--- src/rtl/sta_tile_scheduler_pkg.sv ---
// rtl/sta_tile_scheduler_pkg.sv - shared types, widths and helpers for the tile scheduler
package sta_tile_scheduler_pkg;

  localparam int SA_N        = 4;
  localparam int OC_MAX_DEF  = 512;
  localparam int NUM_CH_DEF  = 64;
  localparam int COORD_BITS  = $clog2(OC_MAX_DEF + 1);
  localparam int CHAN_BITS   = $clog2(NUM_CH_DEF + 1);

  typedef logic signed [7:0]  int8_t;
  typedef logic signed [31:0] int32_t;
  typedef logic [COORD_BITS-1:0] coord_t;
  typedef logic [CHAN_BITS-1:0]  chan_t;

  typedef enum logic [2:0] {IDLE, ISSUE, FEED, DRAIN, NEXT, FIN} sched_state_t;

  function automatic logic [31:0] sat_inc32(input logic [31:0] v);
    return (v == 32'hFFFF_FFFF) ? v : v + 32'd1;
  endfunction

endpackage

--- src/rtl/sta_tile_scheduler_tile_coord_counter.sv ---
// rtl/sta_tile_scheduler_tile_coord_counter.sv - nested col/row/channel stepper with wrap limits and last flag
module tile_coord_counter
  import sta_tile_scheduler_pkg::*;
#(
  parameter int N_BITS  = 10,
  parameter int CH_BITS = 7,
  parameter int STEP    = SA_N
) (
  input  logic               clk,
  input  logic               reset,
  input  logic               clear,
  input  logic               step,
  input  logic [N_BITS-1:0]  lim_cols,
  input  logic [N_BITS-1:0]  lim_rows,
  input  logic [CH_BITS-1:0] lim_ch,
  output logic [N_BITS-1:0]  col,
  output logic [N_BITS-1:0]  row,
  output logic [CH_BITS-1:0] ch,
  output logic               last
);

  logic [N_BITS-1:0]  col_q, col_d, row_q, row_d;
  logic [CH_BITS-1:0] ch_q, ch_d;
  logic [N_BITS:0]    col_sum, row_sum;
  logic [CH_BITS:0]   ch_sum;
  logic               col_wrap, row_wrap;

  // Next coordinate (col innermost); sums carry one extra bit so the limit compare never wraps.
  always_comb begin
    col_sum  = {1'b0, col_q} + (N_BITS+1)'(STEP);
    row_sum  = {1'b0, row_q} + (N_BITS+1)'(STEP);
    ch_sum   = {1'b0, ch_q} + (CH_BITS+1)'(1);
    col_wrap = col_sum >= {1'b0, lim_cols};
    row_wrap = row_sum >= {1'b0, lim_rows};
    last     = col_wrap && row_wrap && (ch_sum >= {1'b0, lim_ch});
    col_d    = col_q;
    row_d    = row_q;
    ch_d     = ch_q;
    if (clear || (step && last)) begin
      col_d = '0;
      row_d = '0;
      ch_d  = '0;
    end else if (step) begin
      if (!col_wrap) begin
        col_d = col_sum[N_BITS-1:0];
      end else begin
        col_d = '0;
        if (!row_wrap) begin
          row_d = row_sum[N_BITS-1:0];
        end else begin
          row_d = '0;
          ch_d  = ch_sum[CH_BITS-1:0];
        end
      end
    end
  end

  // Coordinate registers.
  always_ff @(posedge clk) begin
    if (reset) begin
      col_q <= '0;
      row_q <= '0;
      ch_q  <= '0;
    end else begin
      col_q <= col_d;
      row_q <= row_d;
      ch_q  <= ch_d;
    end
  end

  assign col = col_q;
  assign row = row_q;
  assign ch  = ch_q;

endmodule

--- src/rtl/sta_tile_scheduler.sv ---
// rtl/sta_tile_scheduler.sv - walks output tiles and sequences STA issue/feed/drain; STA_SCHED_PERF_EN adds perf counters
module sta_tile_scheduler
  import sta_tile_scheduler_pkg::*;
#(
  parameter int OC_MAX_N     = 512,
  parameter int NUM_CH       = 64,
  parameter int K_BITS       = 12,
  parameter int DRAIN_CYCLES = 3*SA_N-2,
  localparam int N_BITS      = $clog2(OC_MAX_N + 1),
  localparam int CH_BITS     = $clog2(NUM_CH + 1)
) (
  input  logic               clk,
  input  logic               reset,
  input  logic               stall,
  input  logic               start,
  input  logic [N_BITS-1:0]  cfg_out_rows,
  input  logic [N_BITS-1:0]  cfg_out_cols,
  input  logic [CH_BITS-1:0] cfg_num_ch,
  input  logic [K_BITS-1:0]  cfg_k_beats,
  input  logic               buf_ready,
  output logic               busy,
  output logic               done,
  output logic               tile_valid,
  output logic [N_BITS-1:0]  tile_mat_size,
  output logic [N_BITS-1:0]  tile_pos_row,
  output logic [N_BITS-1:0]  tile_pos_col,
  output logic [CH_BITS-1:0] tile_channel,
  output logic               load_bias,
  output logic               feed_en,
  output logic               sta_stall
`ifdef STA_SCHED_PERF_EN
  ,
  output logic [31:0]        perf_busy_cycles,
  output logic [31:0]        perf_stall_cycles,
  output logic [31:0]        perf_starve_cycles
`endif
);

  localparam int D_BITS = $clog2(DRAIN_CYCLES + 1);

  sched_state_t       state_q, state_d;
  logic [N_BITS-1:0]  rows_q, rows_d, cols_q, cols_d;
  logic [CH_BITS-1:0] nch_q, nch_d;
  logic [K_BITS-1:0]  kb_q, kb_d, beat_q, beat_d;
  logic [D_BITS-1:0]  drain_q, drain_d;
  logic               busy_q, busy_d, done_q, done_d;
  logic               coord_clear, coord_step, coord_last;

  tile_coord_counter #(.N_BITS(N_BITS), .CH_BITS(CH_BITS), .STEP(SA_N)) u_coord (
    .clk      (clk),
    .reset    (reset),
    .clear    (coord_clear),
    .step     (coord_step),
    .lim_cols (cols_q),
    .lim_rows (rows_q),
    .lim_ch   (nch_q),
    .col      (tile_pos_col),
    .row      (tile_pos_row),
    .ch       (tile_channel),
    .last     (coord_last)
  );

  // Next-state, beat/drain counting and strobes; a stall freezes everything including pending pulses.
  always_comb begin
    state_d     = state_q;
    rows_d      = rows_q;
    cols_d      = cols_q;
    nch_d       = nch_q;
    kb_d        = kb_q;
    beat_d      = beat_q;
    drain_d     = drain_q;
    busy_d      = busy_q;
    done_d      = stall ? done_q : 1'b0;
    coord_clear = 1'b0;
    coord_step  = 1'b0;
    tile_valid  = (state_q == ISSUE);
    load_bias   = (state_q == ISSUE);
    feed_en     = (state_q == FEED) && buf_ready && !stall;
    sta_stall   = stall || ((state_q == FEED) && !buf_ready);
    if (!stall) begin
      case (state_q)
        IDLE: begin
          if (start) begin
            rows_d      = cfg_out_rows;
            cols_d      = cfg_out_cols;
            nch_d       = cfg_num_ch;
            kb_d        = cfg_k_beats;
            busy_d      = 1'b1;
            coord_clear = 1'b1;
            if (cfg_out_rows == '0 || cfg_out_cols == '0 || cfg_num_ch == '0 || cfg_k_beats == '0)
              state_d = FIN;
            else
              state_d = ISSUE;
          end
        end
        ISSUE: begin
          beat_d  = '0;
          state_d = FEED;
        end
        FEED: begin
          if (buf_ready) begin
            if (beat_q == kb_q - K_BITS'(1)) begin
              drain_d = '0;
              state_d = DRAIN;
            end else begin
              beat_d = beat_q + K_BITS'(1);
            end
          end
        end
        DRAIN: begin
          if (drain_q == D_BITS'(DRAIN_CYCLES - 1))
            state_d = NEXT;
          else
            drain_d = drain_q + D_BITS'(1);
        end
        NEXT: begin
          coord_step = 1'b1;
          state_d    = coord_last ? FIN : ISSUE;
        end
        FIN: begin
          busy_d  = 1'b0;
          done_d  = 1'b1;
          state_d = IDLE;
        end
        default: state_d = IDLE;
      endcase
    end
  end

  // State, latched layer config and counters.
  always_ff @(posedge clk) begin
    if (reset) begin
      state_q <= IDLE;
      rows_q  <= '0;
      cols_q  <= '0;
      nch_q   <= '0;
      kb_q    <= '0;
      beat_q  <= '0;
      drain_q <= '0;
      busy_q  <= 1'b0;
      done_q  <= 1'b0;
    end else begin
      state_q <= state_d;
      rows_q  <= rows_d;
      cols_q  <= cols_d;
      nch_q   <= nch_d;
      kb_q    <= kb_d;
      beat_q  <= beat_d;
      drain_q <= drain_d;
      busy_q  <= busy_d;
      done_q  <= done_d;
    end
  end

  assign busy          = busy_q;
  assign done          = done_q;
  assign tile_mat_size = rows_q;

`ifdef STA_SCHED_PERF_EN
  logic [31:0] pbusy_q, pbusy_d, pstall_q, pstall_d, pstarve_q, pstarve_d;
  logic        accept;

  // Saturating activity counters, cleared when a new layer is accepted.
  always_comb begin
    accept    = (state_q == IDLE) && start && !stall;
    pbusy_d   = pbusy_q;
    pstall_d  = pstall_q;
    pstarve_d = pstarve_q;
    if (accept) begin
      pbusy_d   = '0;
      pstall_d  = '0;
      pstarve_d = '0;
    end else begin
      if (busy_q)
        pbusy_d = sat_inc32(pbusy_q);
      if (busy_q && stall)
        pstall_d = sat_inc32(pstall_q);
      if ((state_q == FEED) && !buf_ready && !stall)
        pstarve_d = sat_inc32(pstarve_q);
    end
  end

  // Perf counter registers.
  always_ff @(posedge clk) begin
    if (reset) begin
      pbusy_q   <= '0;
      pstall_q  <= '0;
      pstarve_q <= '0;
    end else begin
      pbusy_q   <= pbusy_d;
      pstall_q  <= pstall_d;
      pstarve_q <= pstarve_d;
    end
  end

  assign perf_busy_cycles   = pbusy_q;
  assign perf_stall_cycles  = pstall_q;
  assign perf_starve_cycles = pstarve_q;
`endif

endmodule

--- config.mk ---
export PLATFORM = sky130hd
export DESIGN_NAME = sta_tile_scheduler
export DESIGN_NICKNAME = d
export VERILOG_FILES = /design/src/rtl/sta_tile_scheduler_pkg.sv /design/src/rtl/sta_tile_scheduler_tile_coord_counter.sv /design/src/rtl/sta_tile_scheduler.sv
export SDC_FILE = /design/constraint.sdc
export NUM_CORES = 1
export LEC_CHECK = 0
export ABC_AREA = 1
export BUFFER_PORTS_ARGS = -buffer_cell sky130_fd_sc_hd__buf_2
export CORE_MARGIN = 3
export CORE_UTILIZATION = 39
export CTS_CLUSTER_SIZE = 10
export DETAILED_ROUTE_END_ITERATION = 6
export GPL_TIMING_DRIVEN = 0
export PLACE_DENSITY_LB_ADDON = 0.08
export RECOVER_POWER = 25
export SYNTH_ARGS = -nofsm -noshare
export SYNTH_HDL_FRONTEND = slang
export SYNTH_HIERARCHICAL = 1
export SYNTH_SLANG_ARGS = --single-unit
--- constraint.sdc ---
create_clock -name clk -period 5.9 [get_ports clk]
set_clock_uncertainty 0.2 [all_clocks]
set_input_delay 0 -clock clk [delete_from_list [all_inputs] [get_ports clk]]
set_output_delay 0 -clock clk [all_outputs]
set_load 0.005 [all_outputs]
; ---- Yosys cells after proc, flatten, opt, wreduce, memory -nomap -nowiden
; Cells that the tools add are included.
[word_totals]
elab_cells = 90
mem_bits_rw = 0
romBits = 0
latch_bits = 0
mem_count = 0
regBits = 87
[op_classes]
div_mod_pow = 0
eq_ne = 13
muxes = 26
n_mul = 0
n_shift = 0
n_addsub = 6
n_bitwise = 1
n_lt_le_gt_ge = 3
n_reduce_logical = 29
[ops]
columns = op, count
row1 = $mux 12, 2
row2 = $pmux 12 s2, 1
row3 = $add 10x3->11 const B, 2
row4 = $ge 11x10->1, 2
row5 = $logic_not 10->1, 2
row6 = $mux 10, 2
row7 = $mux 3, 6
row8 = $pmux 3 s5, 1
row9 = $add 12x1->12 const B, 1
row10 = $eq 12x12->1, 1
row11 = $logic_not 12->1, 1
row12 = $mux 4, 3
row13 = $sub 12x1->12 const B, 1
row14 = $ne 2x2->1 const B, 5
row15 = $reduce_and 5->1, 2
row16 = $mux 1, 9
row17 = $reduce_and 3->1, 3
row18 = $add 7x1->8 const B, 1
row19 = $ge 8x7->1, 1
row20 = $pmux 4 s2, 1
row21 = $logic_not 7->1, 1
row22 = $eq 3x2->1 const B, 2
row23 = $eq 3x3->1 const B, 2
row24 = $logic_and 1x1->1, 6
row25 = 13 further kinds, 20

; ---- Longest topological paths before layout
[logic_depth]
word_depth = 7
mapped_depth = 16

; ---- By module
; Netlist, hierarchy kept.
[modules_own_cells]
columns = module, area_per_inst_um2, cells_per_inst, seq_area_each_um2, instances
row1 = sta_tile_scheduler, 3220.6, 464, 1201.2, 1
row2 = tile_coord_counter, 2024.4, 308, 460.4, 1

; ---- Least setup slack after synthesis
; No wires, ideal clock.
[synth_timing]
path_kind = register to register
start = register u_coord.col_q[2], in the netlist u_coord/col[2]
end = register state_q[2]
setup_ns = 0.113
arrival_time_ns = 2.242
path_slack_ns = 3.345
n_path_buf = 0
path_stages_with_launch = 15
path_cell_list = dfxtp_1 -> ha_1 -> nand3_2 -> nor2_1 -> xor2_1 -> ha_1 -> nand3_1 -> nand3b_1 -> nor2_1 -> nand2_2 -> and3_1 -> nand3_1 -> nand3_1 -> nor2_1 -> nor2_1
[synth_between]
elab_chain_len = 6
[synth_lines]
columns = item, line
row1 = from (decl), sta_tile_scheduler_tile_coord_counter.sv:22  ; logic [N_BITS-1:0] col_q, col_d, row_q, row_d;
row2 = from (signal assigned), sta_tile_scheduler_tile_coord_counter.sv:65  ; col_q <= col_d;
row3 = $add 10x3->11, sta_tile_scheduler_tile_coord_counter.sv:30  ; col_sum = {1'b0, col_q} + (N_BITS+1)'(STEP);
row4 = $ge 11x10->1, sta_tile_scheduler_tile_coord_counter.sv:33  ; col_wrap = col_sum >= {1'b0, lim_cols};
row5 = $logic_and 1x1->1 (2 in a row), sta_tile_scheduler_tile_coord_counter.sv:35  ; last = col_wrap && row_wrap && (ch_sum >= {1'b0, lim_ch});
row6 = named net coord_last, sta_tile_scheduler.sv:47  ; logic coord_clear, coord_step, coord_last;
row7 = $mux 3, sta_tile_scheduler.sv:118  ; state_d = coord_last ? FIN : ISSUE;
row8 = $pmux 3 s5, sta_tile_scheduler.sv:81  ; case (state_q)
row9 = to (signal assigned), sta_tile_scheduler.sv:143  ; state_q <= state_d;
row10 = to (decl), sta_tile_scheduler.sv:41  ; sched_state_t state_q, state_d;
; The timed path passes the listed nets, and every way through them passes these cells.
; A chain may end at the register's enable or synchronous reset.

; ---- Worst setup path in the final report
[layout_timing]
start = register u_coord.row_q[3], in the netlist u_coord/row[3]
end = register state_q[2]
[layout_between]
elab_chain_len = 6
[layout_lines]
columns = item, line
row1 = from (decl), sta_tile_scheduler_tile_coord_counter.sv:22
row2 = from (signal assigned), sta_tile_scheduler_tile_coord_counter.sv:66  ; row_q <= row_d;
row3 = $add 10x3->11, sta_tile_scheduler_tile_coord_counter.sv:31  ; row_sum = {1'b0, row_q} + (N_BITS+1)'(STEP);
row4 = $ge 11x10->1, sta_tile_scheduler_tile_coord_counter.sv:34  ; row_wrap = row_sum >= {1'b0, lim_rows};
row5 = $logic_and 1x1->1 (2 in a row), sta_tile_scheduler_tile_coord_counter.sv:35
row6 = named net coord_last, sta_tile_scheduler.sv:47
row7 = $mux 3, sta_tile_scheduler.sv:118
row8 = $pmux 3 s5, sta_tile_scheduler.sv:81
; The timed path passes the listed nets, and every way through them passes these cells.

==> results.rst <==
.. list-table::
   :header-rows: 1

   * - Metric
     - Value
   * - Outcome
     - finished clean
   * - Num rows
     - 41
   * - Primary flip-flop cell chosen by synthesis mapping
     - sky130_fd_sc_hd__dfxtp_1
   * - WS Path Type
     - flip-flop to flip-flop
   * - Overall routed net length
     - 14100 um
   * - Start of the worst register-to-register path
     - u_coord/row[3]$_SDFFE_PP0P_
   * - Final Hold Violating Endpoints
     - 0
   * - Area added between synthesis and finish
     - 25.4%
   * - Gr ovfl total
     - 0
   * - Transition time at the pin with the least slew margin
     - 0.807 ns
   * - Critical path's slowest cell
     - sky130_fd_sc_hd__dfxtp_1
   * - Setup violations, final
     - 0
   * - Initial Util
     - 40.7%
   * - Synthesized flop and latch total
     - 83
   * - HPWL after detailed placement
     - 10700 um
   * - Clock tree from TritonCTS
     - done
   * - Maximum number of buffers from clock root to sink
     - 2
   * - Count of cell types in the netlist
     - 41
   * - Number of synthesized flops with an enable pin
     - 0
   * - Final #Nets
     - 984
   * - Core region area
     - 0.0129 mm2
   * - Slew HR
     - 45.8%
   * - Unrepaired setup endpoints after global routing
     - no
   * - Async SR Flop Fraction
     - 0%
   * - Violation count after the first detailed-routing iteration
     - 214
   * - Crit path launch
     - u_coord/row[3]$_SDFFE_PP0P_
   * - Remaining design rule violation count
     - 0
   * - Clk pin slew, worst setup/hold paths
     - 0.07 ns
   * - Yosys Warn Count
     - 6
   * - Die footprint
     - 0.0149 mm2
   * - Worst IR Drop VDD
     - 0.189 mV
   * - Number of buffers inserted during clock tree synthesis
     - 9
   * - Pwr Density
     - 254 mW/mm2
   * - Share of synthesized area occupied by flip-flops and latches
     - 31.7%
   * - Arrival time reported for the critical path endpoint
     - 2.96 ns
   * - Routed vias/inst
     - 4.74
   * - Vias after detailed routing
     - 5151
   * - Max Fclk
     - 342 MHz
   * - Max-capacitance violation count
     - 0
   * - Share of post-route cells with drive strength above 1
     - 16.5%
   * - Global-route wire length before repair
     - 23200 um
   * - Antenna violations before repair
     - 0
   * - Number of buffers inserted by port buffering
     - 82
   * - CP max FO
     - 10
   * - Worst setup EP type
     - flip-flop
   * - Startpoint kind of the worst setup timing path
     - flip-flop
   * - Share of the cycle needed by the critical path after routing
     - 49.6%
   * - Die height
     - 122 um
   * - Count of TritonRoute iterations in the first routing pass
     - 4
   * - Setup TNS
     - 0 ns
   * - Synthesized area
     - 0.00525 mm2
   * - Maximum number of pins on one net before global-route repair
     - 17
   * - Startpoint of the most critical hold path
     - buf_ready
   * - Leakage power
     - 3.00 nW
   * - Slew Viols, Final
     - 0
   * - Average wire per standard cell
     - 13.0 um
   * - Number of global-route vias before repair
     - 4894
   * - Gate Count Post-Synth
     - 772
   * - Min-delay worst type
     - input pin to flip-flop
   * - Number of sinks on the clock net
     - 83
   * - All-Layer GR Usage
     - 19.7%
   * - Required time worst endpoint
     - 5.94 ns
   * - Post-Place Worst Slack
     - 2.71 ns
   * - Syn_area_per_cell
     - 6.79 um2
   * - Width of the die
     - 122 um
   * - Root Driver
     - sky130_fd_sc_hd__clkbuf_16
   * - Top-level I/O count
     - 87
   * - N_diodes
     - 0
   * - Largest stage delay on the critical path
     - 0.40 ns
   * - Post-route worst setup slack
     - 2.97 ns
   * - Clock latency at the later pin of the worst-skew pair
     - 0.35 ns
   * - Minimum clock period after layout
     - 2.93 ns
   * - Count of nets left with antenna violations after detail routing
     - 0
   * - Final Wtd Congestion
     - 0.866
   * - Crit path cell chain
     - ha_1 > nand3_2 > nor2_2 > xor2_1 > inv_1 > ha_1 > a21o_1 > a21oi_1 > nand3_2 > and3_1 > nand3_1 > nand3_1 > nor2_1 > nor2_1
   * - CTS H-Tree Depth
     - 3
## synth_stat cells, types with 4 or more instances
master                     count  area share [%]
sky130_fd_sc_hd__a21oi_1      31             3.0
sky130_fd_sc_hd__a21oi_2      10             1.7
sky130_fd_sc_hd__and3_1        5            0.60
sky130_fd_sc_hd__buf_2         4            0.38
sky130_fd_sc_hd__buf_4         6            0.86
sky130_fd_sc_hd__clkbuf_1     14             1.0
sky130_fd_sc_hd__dfxtp_1      83              32
sky130_fd_sc_hd__ha_1         30             7.2
sky130_fd_sc_hd__inv_1       109             7.8
sky130_fd_sc_hd__nand2_1     118             8.4
sky130_fd_sc_hd__nand2_2      13             1.6
sky130_fd_sc_hd__nand3_1      41             3.9
sky130_fd_sc_hd__nand3_2       6             1.1
sky130_fd_sc_hd__nand4_1       5            0.60
sky130_fd_sc_hd__nor2_1      148              11
sky130_fd_sc_hd__nor2_2        9             1.1
sky130_fd_sc_hd__nor3_1        8            0.76
sky130_fd_sc_hd__nor4_1        8            0.95
sky130_fd_sc_hd__o21ai_0      52             5.0
sky130_fd_sc_hd__xnor2_1      12             2.0
sky130_fd_sc_hd__xor2_1       26             4.3
## state kept, by name, summed over array words and instances, names as in the netlist
| name | flops |
|---|---|
| beat_q | 12 |
| kb_q | 12 |
| cols_q | 10 |
| tile_mat_size | 10 |
| u_coord/col | 8 |
| u_coord/row | 8 |
| nch_q | 7 |
| u_coord/ch | 7 |
| drain_q | 4 |
| state_q | 3 |
| busy | 1 |
| done | 1 |
## layout make-up
class	count	area [um2]
fill	1293	6300
multi-input combinational	552	3020
sequential	83	1660
timing repair buffer	124	815
inverter	112	420
clock buffer	9	225
tap	172	215
buffer	28	164
clock inverter	7	57.6
## worst max-delay path: cells and delay by family, from the launching register on
kind                       cells  cell delay [ns]
DFF                            1             0.40
xor gates and xnor gates       1             0.21
and+or+nand+nor                8             1.10
adders and majority gates      2             0.51
buffers and inverters          1             0.07
AOI/OAI and AO/OA              2             0.33
## kinds of logic (layout without fill, tap and decap cells)
family,after synthesis,count (layout),synth area share (%)
xor gates and xnor gates,38,38,6.35
DFF,83,83,31.7
AOI/OAI and AO/OA,103,103,11.2
and+or+nand+nor,377,377,32.4
adders and majority gates,30,30,7.16
other,1,4,0.0715
buffers and inverters,140,280,11.1
## per-layer routing
| metal | routed length (um) | global-route usage (%) | share of wire (%) |
|---|---|---|---|
| met1 | 6470 | 24.4 | 46 |
| met2 | 6840 | 34.2 | 48 |
| met3 | 500 | 4.27 | 3.5 |
| met4 | 291 | 6.09 | 2.1 |
| met5 | 0 | 0 | 0 |
## path summary, 6_finish.rpt
check                                          endpoint  slack (ns)  cells past startpoint
worst max-delay path            state_q[2]$_SDFFE_PP0P_        2.97                     14
worst min-delay path             beat_q[1]$_SDFFE_PP0P_        0.04                      6
worst max register to register  state_q[2]$_SDFFE_PP0P_        2.97                     14
worst min register to register    kb_q[10]$_SDFFE_PP0P_        0.28                      2
## what timing repair did
action	4_1_cts	5_1_grt
resized for setup	0	0
hold endpoints to repair	50	0
setup buffers	0	0
hold buffers	42	0
## power breakdown
part	internal [W]	total [W]	leakage, nW	switching [W]
clock	0.000293	0.000545	0.142	0.000252
sequential	0.000605	0.000646	0.675	0.0000409
combinational	0.000185	0.000480	2.18	0.000295
total	0.00108	0.00167	3.00	0.000588
## stage by stage
step                      hold slack, ns  util (%)  power, W  cell area, um2  instances
final                             0.0408      51.1   0.00167            6580       1087
after global routing              0.0661      51.1   0.00178            6580       1087
after CTS                         0.0165      51.1   0.00169            6590       1087
after detailed placement          0.0762      45.7   0.00112            5880       1029
after global placement            0.0766      45.7   0.00111            5880       1029
after floorplan                   -0.139         -  0.000990            5260        775
## cell usage in the layout, fill, tap and decap left out, types with 3 or more instances in the layout
cell	synthesis	layout
sky130_fd_sc_hd__a21o_1	3	3
sky130_fd_sc_hd__a21oi_1	31	31
sky130_fd_sc_hd__a21oi_2	10	10
sky130_fd_sc_hd__and3_1	5	5
sky130_fd_sc_hd__buf_2	4	73
sky130_fd_sc_hd__buf_4	6	6
sky130_fd_sc_hd__clkbuf_1	14	27
sky130_fd_sc_hd__clkbuf_16	0	9
sky130_fd_sc_hd__conb_1	1	4
sky130_fd_sc_hd__dfxtp_1	83	83
sky130_fd_sc_hd__dlygate4sd3_1	0	42
sky130_fd_sc_hd__ha_1	30	30
sky130_fd_sc_hd__inv_1	109	109
sky130_fd_sc_hd__inv_2	3	3
sky130_fd_sc_hd__inv_6	0	5
sky130_fd_sc_hd__nand2_1	118	118
sky130_fd_sc_hd__nand2_2	13	13
sky130_fd_sc_hd__nand2_4	3	3
sky130_fd_sc_hd__nand3_1	41	41
sky130_fd_sc_hd__nand3_2	6	6
sky130_fd_sc_hd__nand3b_1	3	3
sky130_fd_sc_hd__nand4_1	5	5
sky130_fd_sc_hd__nor2_1	148	148
sky130_fd_sc_hd__nor2_2	9	9
sky130_fd_sc_hd__nor2b_1	3	3
sky130_fd_sc_hd__nor3_1	8	8
sky130_fd_sc_hd__nor4_1	8	7
sky130_fd_sc_hd__o21ai_0	52	52
sky130_fd_sc_hd__xnor2_1	12	12
sky130_fd_sc_hd__xor2_1	26	26
No activity file was read; power rests on OpenSTA's default activity.
